<file path="config.mk">
export PLATFORM = sky130hd
export DESIGN_NAME = nic_input_arbiter
export DESIGN_NICKNAME = d
export VERILOG_FILES = /design/src/rtl/nic_input_arbiter.sv
export SDC_FILE = /design/constraint.sdc
export NUM_CORES = 1
export LEC_CHECK = 0
export CAP_MARGIN = 20
export CORE_AREA = 5 5 467 469
export CTS_BUF_LIST = sky130_fd_sc_hd__clkbuf_16
export CTS_CLUSTER_DIAMETER = 60
export DETAILED_ROUTE_END_ITERATION = 6
export DIE_AREA = 0 0 472 474
export GPL_ROUTABILITY_DRIVEN = 0
export GPL_TIMING_DRIVEN = 0
export HOLD_SLACK_MARGIN = 0.15
export PLACE_DENSITY = 0.3
export SETUP_SLACK_MARGIN = 0.4
export SLEW_MARGIN = 20
export SYNTH_ARGS = -nofsm -noshare
export SYNTH_HDL_FRONTEND = slang
export SYNTH_SLANG_ARGS = --single-unit
</file>
<file path="constraint.sdc">
create_clock -name axi_aclk -period 10.7 [get_ports axi_aclk]
set_input_delay 1.605 -clock axi_aclk [delete_from_list [all_inputs] [get_ports axi_aclk]]
set_output_delay 1.605 -clock axi_aclk [all_outputs]
set_load 0.1 [all_outputs]
</file>
<file path="src/rtl/nic_input_arbiter.sv">
// nic_input_arbiter: five-input round-robin packet arbiter. It merges AXI-Stream
// slaves into one registered master stream and stamps the source port on the first beat.
// Ports: axi_aclk, axi_reset (async, active-high).
// Ports: s_axis_{0..4}_* are the slave streams. m_axis_* is the merged stream.
module nic_input_arbiter #(
  parameter int C_DATA_WIDTH  = 64,
  parameter int C_TUSER_WIDTH = 128
) (
  input  logic                       axi_aclk,
  input  logic                       axi_reset,
  input  logic [C_DATA_WIDTH-1:0]    s_axis_0_tdata,
  input  logic [C_DATA_WIDTH/8-1:0]  s_axis_0_tstrb,
  input  logic [C_TUSER_WIDTH-1:0]   s_axis_0_tuser,
  input  logic                       s_axis_0_tvalid,
  input  logic                       s_axis_0_tlast,
  output logic                       s_axis_0_tready,
  input  logic [C_DATA_WIDTH-1:0]    s_axis_1_tdata,
  input  logic [C_DATA_WIDTH/8-1:0]  s_axis_1_tstrb,
  input  logic [C_TUSER_WIDTH-1:0]   s_axis_1_tuser,
  input  logic                       s_axis_1_tvalid,
  input  logic                       s_axis_1_tlast,
  output logic                       s_axis_1_tready,
  input  logic [C_DATA_WIDTH-1:0]    s_axis_2_tdata,
  input  logic [C_DATA_WIDTH/8-1:0]  s_axis_2_tstrb,
  input  logic [C_TUSER_WIDTH-1:0]   s_axis_2_tuser,
  input  logic                       s_axis_2_tvalid,
  input  logic                       s_axis_2_tlast,
  output logic                       s_axis_2_tready,
  input  logic [C_DATA_WIDTH-1:0]    s_axis_3_tdata,
  input  logic [C_DATA_WIDTH/8-1:0]  s_axis_3_tstrb,
  input  logic [C_TUSER_WIDTH-1:0]   s_axis_3_tuser,
  input  logic                       s_axis_3_tvalid,
  input  logic                       s_axis_3_tlast,
  output logic                       s_axis_3_tready,
  input  logic [C_DATA_WIDTH-1:0]    s_axis_4_tdata,
  input  logic [C_DATA_WIDTH/8-1:0]  s_axis_4_tstrb,
  input  logic [C_TUSER_WIDTH-1:0]   s_axis_4_tuser,
  input  logic                       s_axis_4_tvalid,
  input  logic                       s_axis_4_tlast,
  output logic                       s_axis_4_tready,
  output logic [C_DATA_WIDTH-1:0]    m_axis_tdata,
  output logic [C_DATA_WIDTH/8-1:0]  m_axis_tstrb,
  output logic [C_TUSER_WIDTH-1:0]   m_axis_tuser,
  output logic                       m_axis_tvalid,
  output logic                       m_axis_tlast,
  input  logic                       m_axis_tready
);

  localparam int SW = C_DATA_WIDTH / 8;

  typedef enum logic {IDLE, PKT} state_t;

  state_t                     state_q, state_d;
  logic [2:0]                 grant_q, grant_d;
  logic [2:0]                 ptr_q, ptr_d;
  logic                       first_q, first_d;
  logic [C_DATA_WIDTH-1:0]    tdata_q, tdata_d;
  logic [SW-1:0]              tstrb_q, tstrb_d;
  logic [C_TUSER_WIDTH-1:0]   tuser_q, tuser_d;
  logic                       tvalid_q, tvalid_d;
  logic                       tlast_q, tlast_d;

  logic [C_DATA_WIDTH-1:0]    s_tdata [5];
  logic [SW-1:0]              s_tstrb [5];
  logic [C_TUSER_WIDTH-1:0]   s_tuser [5];
  logic [4:0]                 s_tvalid;
  logic [4:0]                 s_tlast;
  logic [4:0]                 s_tready;

  logic       out_free;
  logic       xfer;
  logic       found;
  logic [2:0] sel;

  assign s_tdata[0] = s_axis_0_tdata;
  assign s_tdata[1] = s_axis_1_tdata;
  assign s_tdata[2] = s_axis_2_tdata;
  assign s_tdata[3] = s_axis_3_tdata;
  assign s_tdata[4] = s_axis_4_tdata;
  assign s_tstrb[0] = s_axis_0_tstrb;
  assign s_tstrb[1] = s_axis_1_tstrb;
  assign s_tstrb[2] = s_axis_2_tstrb;
  assign s_tstrb[3] = s_axis_3_tstrb;
  assign s_tstrb[4] = s_axis_4_tstrb;
  assign s_tuser[0] = s_axis_0_tuser;
  assign s_tuser[1] = s_axis_1_tuser;
  assign s_tuser[2] = s_axis_2_tuser;
  assign s_tuser[3] = s_axis_3_tuser;
  assign s_tuser[4] = s_axis_4_tuser;
  assign s_tvalid = {s_axis_4_tvalid, s_axis_3_tvalid, s_axis_2_tvalid,
                     s_axis_1_tvalid, s_axis_0_tvalid};
  assign s_tlast  = {s_axis_4_tlast, s_axis_3_tlast, s_axis_2_tlast,
                     s_axis_1_tlast, s_axis_0_tlast};

  assign s_axis_0_tready = s_tready[0];
  assign s_axis_1_tready = s_tready[1];
  assign s_axis_2_tready = s_tready[2];
  assign s_axis_3_tready = s_tready[3];
  assign s_axis_4_tready = s_tready[4];

  assign m_axis_tdata  = tdata_q;
  assign m_axis_tstrb  = tstrb_q;
  assign m_axis_tuser  = tuser_q;
  assign m_axis_tvalid = tvalid_q;
  assign m_axis_tlast  = tlast_q;

  // Reduce a value in 0..9 to an input index in 0..4.
  function automatic logic [2:0] wrap5(input logic [3:0] v);
    return (v >= 4'd5) ? 3'(v - 4'd5) : v[2:0];
  endfunction

  // Source-port code that is stamped into tuser[23:16] on the first beat.
  function automatic logic [7:0] src_code(input logic [2:0] idx);
    case (idx)
      3'd0:    src_code = 8'h01;
      3'd1:    src_code = 8'h04;
      3'd2:    src_code = 8'h10;
      3'd3:    src_code = 8'h40;
      3'd4:    src_code = 8'h02;
      default: src_code = 8'h00;
    endcase
  endfunction

  // Round-robin search that starts at ptr.
  always_comb begin
    found = 1'b0;
    sel   = 3'd0;
    for (int k = 0; k < 5; k++) begin
      if (!found && s_tvalid[wrap5({1'b0, ptr_q} + 4'(k))]) begin
        found = 1'b1;
        sel   = wrap5({1'b0, ptr_q} + 4'(k));
      end
    end
  end

  // The single output register can take a beat when it is empty or draining.
  always_comb begin
    out_free = !tvalid_q || m_axis_tready;
    s_tready = '0;
    if (state_q == PKT && out_free) s_tready[grant_q] = 1'b1;
    xfer = (state_q == PKT) && out_free && s_tvalid[grant_q];
  end

  always_comb begin
    state_d = state_q;
    grant_d = grant_q;
    ptr_d   = ptr_q;
    first_d = first_q;
    case (state_q)
      IDLE: begin
        if (found) begin
          grant_d = sel;
          first_d = 1'b1;
          state_d = PKT;
        end
      end
      PKT: begin
        if (xfer) begin
          first_d = 1'b0;
          if (s_tlast[grant_q]) begin
            state_d = IDLE;
            ptr_d   = wrap5({1'b0, grant_q} + 4'd1);
          end
        end
      end
    endcase
  end

  always_comb begin
    tdata_d  = tdata_q;
    tstrb_d  = tstrb_q;
    tuser_d  = tuser_q;
    tvalid_d = tvalid_q;
    tlast_d  = tlast_q;
    if (xfer) begin
      tdata_d  = s_tdata[grant_q];
      tstrb_d  = s_tstrb[grant_q];
      tuser_d  = s_tuser[grant_q];
      tlast_d  = s_tlast[grant_q];
      tvalid_d = 1'b1;
      if (first_q) tuser_d[23:16] = src_code(grant_q);
    end else if (tvalid_q && m_axis_tready) begin
      tvalid_d = 1'b0;
    end
  end

  always_ff @(posedge axi_aclk or posedge axi_reset) begin
    if (axi_reset) begin
      state_q  <= IDLE;
      grant_q  <= '0;
      ptr_q    <= '0;
      first_q  <= 1'b0;
      tdata_q  <= '0;
      tstrb_q  <= '0;
      tuser_q  <= '0;
      tvalid_q <= 1'b0;
      tlast_q  <= 1'b0;
    end else begin
      state_q  <= state_d;
      grant_q  <= grant_d;
      ptr_q    <= ptr_d;
      first_q  <= first_d;
      tdata_q  <= tdata_d;
      tstrb_q  <= tstrb_d;
      tuser_q  <= tuser_d;
      tvalid_q <= tvalid_d;
      tlast_q  <= tlast_d;
    end
  end

endmodule

</file>
# [Word level (Yosys, flattened, before mapping)]
# Index checks and enable logic that the tools add are counted.
[op_classes] eq_ne=6 reduce_logical=19 n_mux=53 bitwise=2 n_lt_le_gt_ge=14 addsub=11
[op_table] cell="128-bit binary-select mux with 3-bit select" n=1
[op_table] cell="128-bit 2-to-1 mux" n=2
[op_table] cell="64-bit binary-select mux with 3-bit select" n=1
[op_table] cell="64-bit 2-to-1 mux" n=2
[op_table] cell="7-bit case mux with 5 select lines" n=1
[op_table] cell="3-bit 2-to-1 mux" n=11
[op_table] cell="8-bit binary-select mux with 3-bit select" n=1
[op_table] cell="3-bit by 4-bit < comparator with 1-bit output, second input constant" n=6
[op_table] cell="8-bit 2-to-1 mux" n=3
[op_table] cell="1-bit binary-select mux with 3-bit select" n=7
[op_table] cell="4-bit by 3-bit greater-or-equal comparator with 1-bit output, second input constant" n=5
[op_table] cell="1-bit 2-to-1 mux" n=20
[op_table] cell="3-bit subtractor, second input constant" n=6
[op_table] cell="3-bit by 1-bit adder with 4-bit output, second input constant" n=2
[op_table] cell="3-bit by 2-bit adder with 4-bit output, second input constant" n=2
[op_table] cell="1-bit logical AND" n=8
[op_table] cell="3-bit by 2-bit == test with 1-bit output, second input constant" n=2
[op_table] cell="1-bit zero test" n=5
[op_table] cell="5-bit 2-to-1 mux" n=1
[op_table] cell="3-bit by 3-bit adder with 4-bit output, second input constant" n=1
[op_table] cell="4-bit greater-or-equal comparator, second input constant" n=1
[op_table] cell="3-bit NOT with 4-bit output" n=1
[op_table] cell="1-bit case mux with 2 select lines" n=2
[op_table] cell="2-bit AND reduction" n=2
[op_table] cell="12 further kinds" n=12
[word_totals] in_bits=1013 out_inout_bits=207 ff_bits=210 word_cells=114

# [Longest topological paths before layout]
[logic_depth] word_depth=19 mapped_depth=13 ltp_nobuf=12

# [Worst setup path before layout]
# Ideal clock, no wire load.
[synth_path] kind="in2out" startpoint="input port m_axis_tready" endpoint="output port s_axis_0_tready" path_stages=4 n_path_buf=0 arrival_ps=4007 slack_ps=5088 required_ps=9095 path_cell_list="nand2b_1 -> and2_1 -> nand2_1 -> nor3_1"
[synth_between] elab_chain_cells=3
[synth_rtl] element="start: declaration" line="46" text="input logic m_axis_tready"
[synth_rtl] element="1-bit logical OR" line="138" text="out_free = !tvalid_q || m_axis_tready;"
[synth_rtl] element="1-bit logical AND" line="140" text="if (state_q == PKT && out_free) s_tready[grant_q] = 1'b1;"
[synth_rtl] element="5-bit 2-to-1 mux" line="140"
[synth_rtl] element="end: declaration" line="16" text="output logic s_axis_0_tready,"
# No other way between the ends.

# [Worst setup path in the final report]
[layout_path] startpoint="register grant_q[0]" endpoint="output port s_axis_1_tready"
[layout_between] elab_chain_cells=5 elab_cells_between_ends=6 cone_classes="2 x order compare; 3 x mux; 1 x reduce/logical"
[layout_rtl] element="start: declaration" line="54" text="logic [2:0] grant_q, grant_d;"
[layout_rtl] element="start signal: assignment" line="200" text="grant_q <= grant_d;"
[layout_rtl] element="3-bit by 4-bit < comparator with 1-bit output (not written as such) / 3-bit by 1-bit greater-or-equal comparator with 1-bit output (equally long branches)" line="140"
[layout_rtl] element="1-bit logical AND (not written as such)" line="140"
[layout_rtl] element="1-bit 2-to-1 mux (not written as such)" line="140"
[layout_rtl] element="1-bit demux with 3-bit select (*)" line="140"
[layout_rtl] element="5-bit 2-to-1 mux (*)" line="140"
[layout_rtl] element="end: declaration" line="22" text="output logic s_axis_1_tready,"
# Every way passes the cells marked *; elsewhere a longest branch is shown, timed or not.

==> results.tsv <==
stage	metric	value	unit
status	outcome	finished clean	
layout	non-filler instance count after layout	6184	
synthesis	syn_area_per_cell	8.33	um2
clock_network	H-tree levels	2	
drt	Via density	3.69	
layout	fin nets	4277	
clock_network	CTS tree	yes	
synthesis	Syn Std Cell Area	16300	um2
grt	initial antenna violation count	253	
placement	Place WS	4020	ps
power	net switching power	7450	uW
synthesis	sequential area share after synthesis	32.2	%
drt	DR iter-0 viols	1550	
die	Die Y-Extent	474	um
power	worst vdd ir	0.109	mV
clock_network	root buf cell	clkbuf_16	
critical_path	critical path startpoint	grant_q[0]	
critical_path	CP max FO	11	
grt	grt ovf	0	
clock_network	clk slew on worst S/H paths	50	ps
synthesis	Syn Inst Count	1959	
clock_network	clock tree buffer depth	3	
drt	WL final	236000	um
power	fraction of power spent switching nets	61.1	%
synthesis	yosys warns	0	
power	combinational share of power	73.3	%
power	clock network power share	15.0	%
clock_network	TritonCTS Buffers	53	
synthesis	Post-Syn Nets	2986	
critical_path	WP data required	9100	ps
drt	drt wl/cell	38.2	um
critical_path	Arr. time, crit path	5470	ps
drt	residual DRC count	0	
placement	DP Wirelength	206000	um
die	die area	224000	um2
critical_path	Max stage delay on crit path	1210	ps
die	die width	472	um
power	Leak Pwr	0.0129	uW
layout	multi-input logic area	10300	um2
synthesis	Yosys reg bits	210	
worst_hold_path	hold path start	m_axis_tuser[23]	
critical_path	CP endpoint kind	output pin	
power	P_int	4740	uW
layout	fill cell count	24339	
placement	input/output buffers	1215	
critical_path	CP Launch Type	register	
grt	first-pass GRT wire length	288000	um
sta	Worst Clk Skew	26.9	ps
synthesis	Post-synth EDFFs	0	
grt	Global Route Usage Sum	20.2	%
grt	pin count of the biggest net entering global routing	74	
critical_path	WS Path Type	reg -> out	
sta	Hold Vio Cnt, Final	0	
sta	final setup violation count	0	
power	Pwr Density	354	nW/um2
layout	register area	5260	um2
sta	max-slew violation count	0	
sta	worst slew pin tran	1140	ps
sta	Period Utilization, post-route	66.1	%
sta	highest clock rate	141	MHz
worst_hold_path	hold-critical path depth	2	
die	Cell Rows	170	
critical_path	crit-path cells	buf_2 -> clkinv_1 -> clkbuf_1 -> clkbuf_2 -> nor3_1 -> clkdlybuf4s50_1	
clock_network	postcts setup bufs	0	
flow_run	Max-Cap Viols	0	
clock_network	Clk Latency, worst-skew pair	680	ps
worst_hold_path	Hold WC Path Type	reg -> reg	
grt	vias in the first global route	23430	
die	IO Pins	1220	
die	core area	214000	um2
clock_network	post-cts resize count	0	
synthesis	Async SR Flop Fraction	100	%
placement	dpl cells	6033	
layout	Layout area overhead	111	%
drt	DR vias	22794	
synthesis	library cells used by synthesis	66	
sta	Final WS setup	3620	ps
power	sequential cell fraction of total power	11.7	%
drt	drt first pass iters	5	
critical_path	reg2reg path depth	8	
sta	min Tclk post-route	7080	ps
layout	layout cell share with drive strength beyond 1	8.44	%
critical_path	slowest cell on the critical path	clkdlybuf4s50_1	
die	Initial Utilization	7.64	%
clock_network	hold buffers post-CTS	0	
synthesis	top_reg_cell synth	dfrtp_1	
critical_path	r2r startpoint	grant_q[0]	
sta	Slew HR	21.8	%
clock_network	CTS sink count	210	
drt	Antenna Nets Post-Route	0	
sta	RSZ-0062 raised after global routing	false	
[logic make-up after synthesis]
family,synth area share [%]
buf+inv,5.05
xor+xnor,0.422
mux,22.9
compound gates,24.2
fa+ha+maj,1.12
flops,32.2
simple gates,14.1
[state kept, by name (all words and copies together), names as in the netlist]
register / count
m_axis_tvalid: 1
ptr_q: 3
m_axis_tstrb: 8
grant_q: 3
m_axis_tdata: 64
m_axis_tuser: 128
first_q: 1
state_q: 1
m_axis_tlast: 1
[synthesized netlist by cell type, types with 3 or more instances]
library cell / instances / area share, %
mux2i_1: 242 / 15
a22oi_1: 65 / 3.0
and3_1: 55 / 2.1
a21o_1: 4 / 0.18
buf_2: 37 / 1.1
clkbuf_1: 131 / 3.0
o21ai_0: 286 / 8.8
dfrtp_1: 210 / 32
a31oi_4: 3 / 0.39
ha_1: 13 / 1.0
nand3_1: 3 / 0.092
a31oi_1: 6 / 0.23
nand2b_1: 4 / 0.15
buf_1: 17 / 0.39
inv_1: 13 / 0.30
o31ai_1: 3 / 0.14
nor2_1: 165 / 3.8
mux4_2: 55 / 7.6
nor2b_1: 3 / 0.12
nor3_1: 7 / 0.21
nand2_1: 304 / 7.0
a21oi_1: 206 / 6.3
mux2_2: 5 / 0.34
o22a_1: 65 / 3.5
xnor2_1: 6 / 0.32
[metal layers]
layer / vias up / wire, um / global-route usage, %
met5: - / 772 / 0
met4: 120 / 5630 / 3.95
met3: 421 / 23900 / 7.82
met2: 1372 / 113000 / 35.0
met1: 11083 / 92600 / 23.8
li1: 9798 / - / -
[worst max-delay path: cells and delay by family, from the launching register on]
kind / cells / cell delay, ps
buffers and inverters: 5 / 3940
flip-flops: 1 / 520
AND/OR/NAND/NOR: 1 / 300
[path summary, 6_finish.rpt]
kind / slack (ps) / end
worst max-delay path: 3620 / s_axis_1_tready
worst min register to register: 470 / m_axis_tuser[23]
worst min-delay path: 470 / m_axis_tuser[23]
max in group asynchronous: 8190 / grant_q[2]
worst max register to register: 5540 / m_axis_tuser[84]
min in group asynchronous: 1440 / m_axis_tdata[23]
[cell usage in the layout (no fill, tap or decap), types with 4 or more instances in the layout]
cell	n
inv_1	17
buf_12	6
clkinv_2	4
bufinv_16	11
a21o_1	4
nor2_1	162
mux2i_1	242
clkdlybuf4s50_1	1194
clkinv_1	8
buf_16	11
and3_1	55
nand2b_1	4
nand2_1	303
clkinv_4	7
o21ai_0	286
clkinvlp_4	8
diode_2	53
clkbuf_1	113
buf_1	11
buf_2	64
a21oi_1	206
o22a_1	65
dfrtp_1	210
a22oi_1	65
mux2_2	5
ha_1	13
nor3_1	7
mux4_2	55
a31oi_1	6
xnor2_1	6
clkbuf_16	53
clkbuf_2	16
[power by group through the flow]
stage | Clock, uW | Sequential (uW) | Combinational, uW
floorplan | 0 | 3870 | 2770
global placement | 0 | 1430 | 9020
detailed placement | 0 | 1430 | 9140
CTS | 1890 | 1430 | 9160
global route | 1900 | 1470 | 9400
finish | 1830 | 1420 | 8940
[cell type report]
cell class / instances / share of cell area (%)
Timing Repair Buffer: 1236 / 36.3
Multi-Input combinational cell: 1545 / 29.8
Sequential cell: 210 / 15.2
Tap cell: 2838 / 10.3
Clock buffer: 53 / 3.85
Buffer: 188 / 2.33
Clock inverter: 45 / 1.62
Antenna cell: 53 / 0.385
Inverter: 16 / 0.196
[metrics by stage]
| stage | setup TNS [ps] | area (um2) | power [uW] | util, % | hold slack, ps |
|---|---|---|---|---|---|
| final | 0 | 34500 | 12200 | 16.1 | 474 |
| after global routing | 0 | 34400 | 12800 | 16.1 | 489 |
| after CTS | 0 | 34300 | 12500 | 16.1 | 476 |
| after detailed placement | 0 | 32500 | 10600 | 15.2 | 469 |
| after global placement | -512760 | 32000 | 10400 | 15.0 | 462 |
| after floorplan | 0 | 16300 | 6640 | - | 592 |
Note: power is estimated with default switching activity, not from simulation.
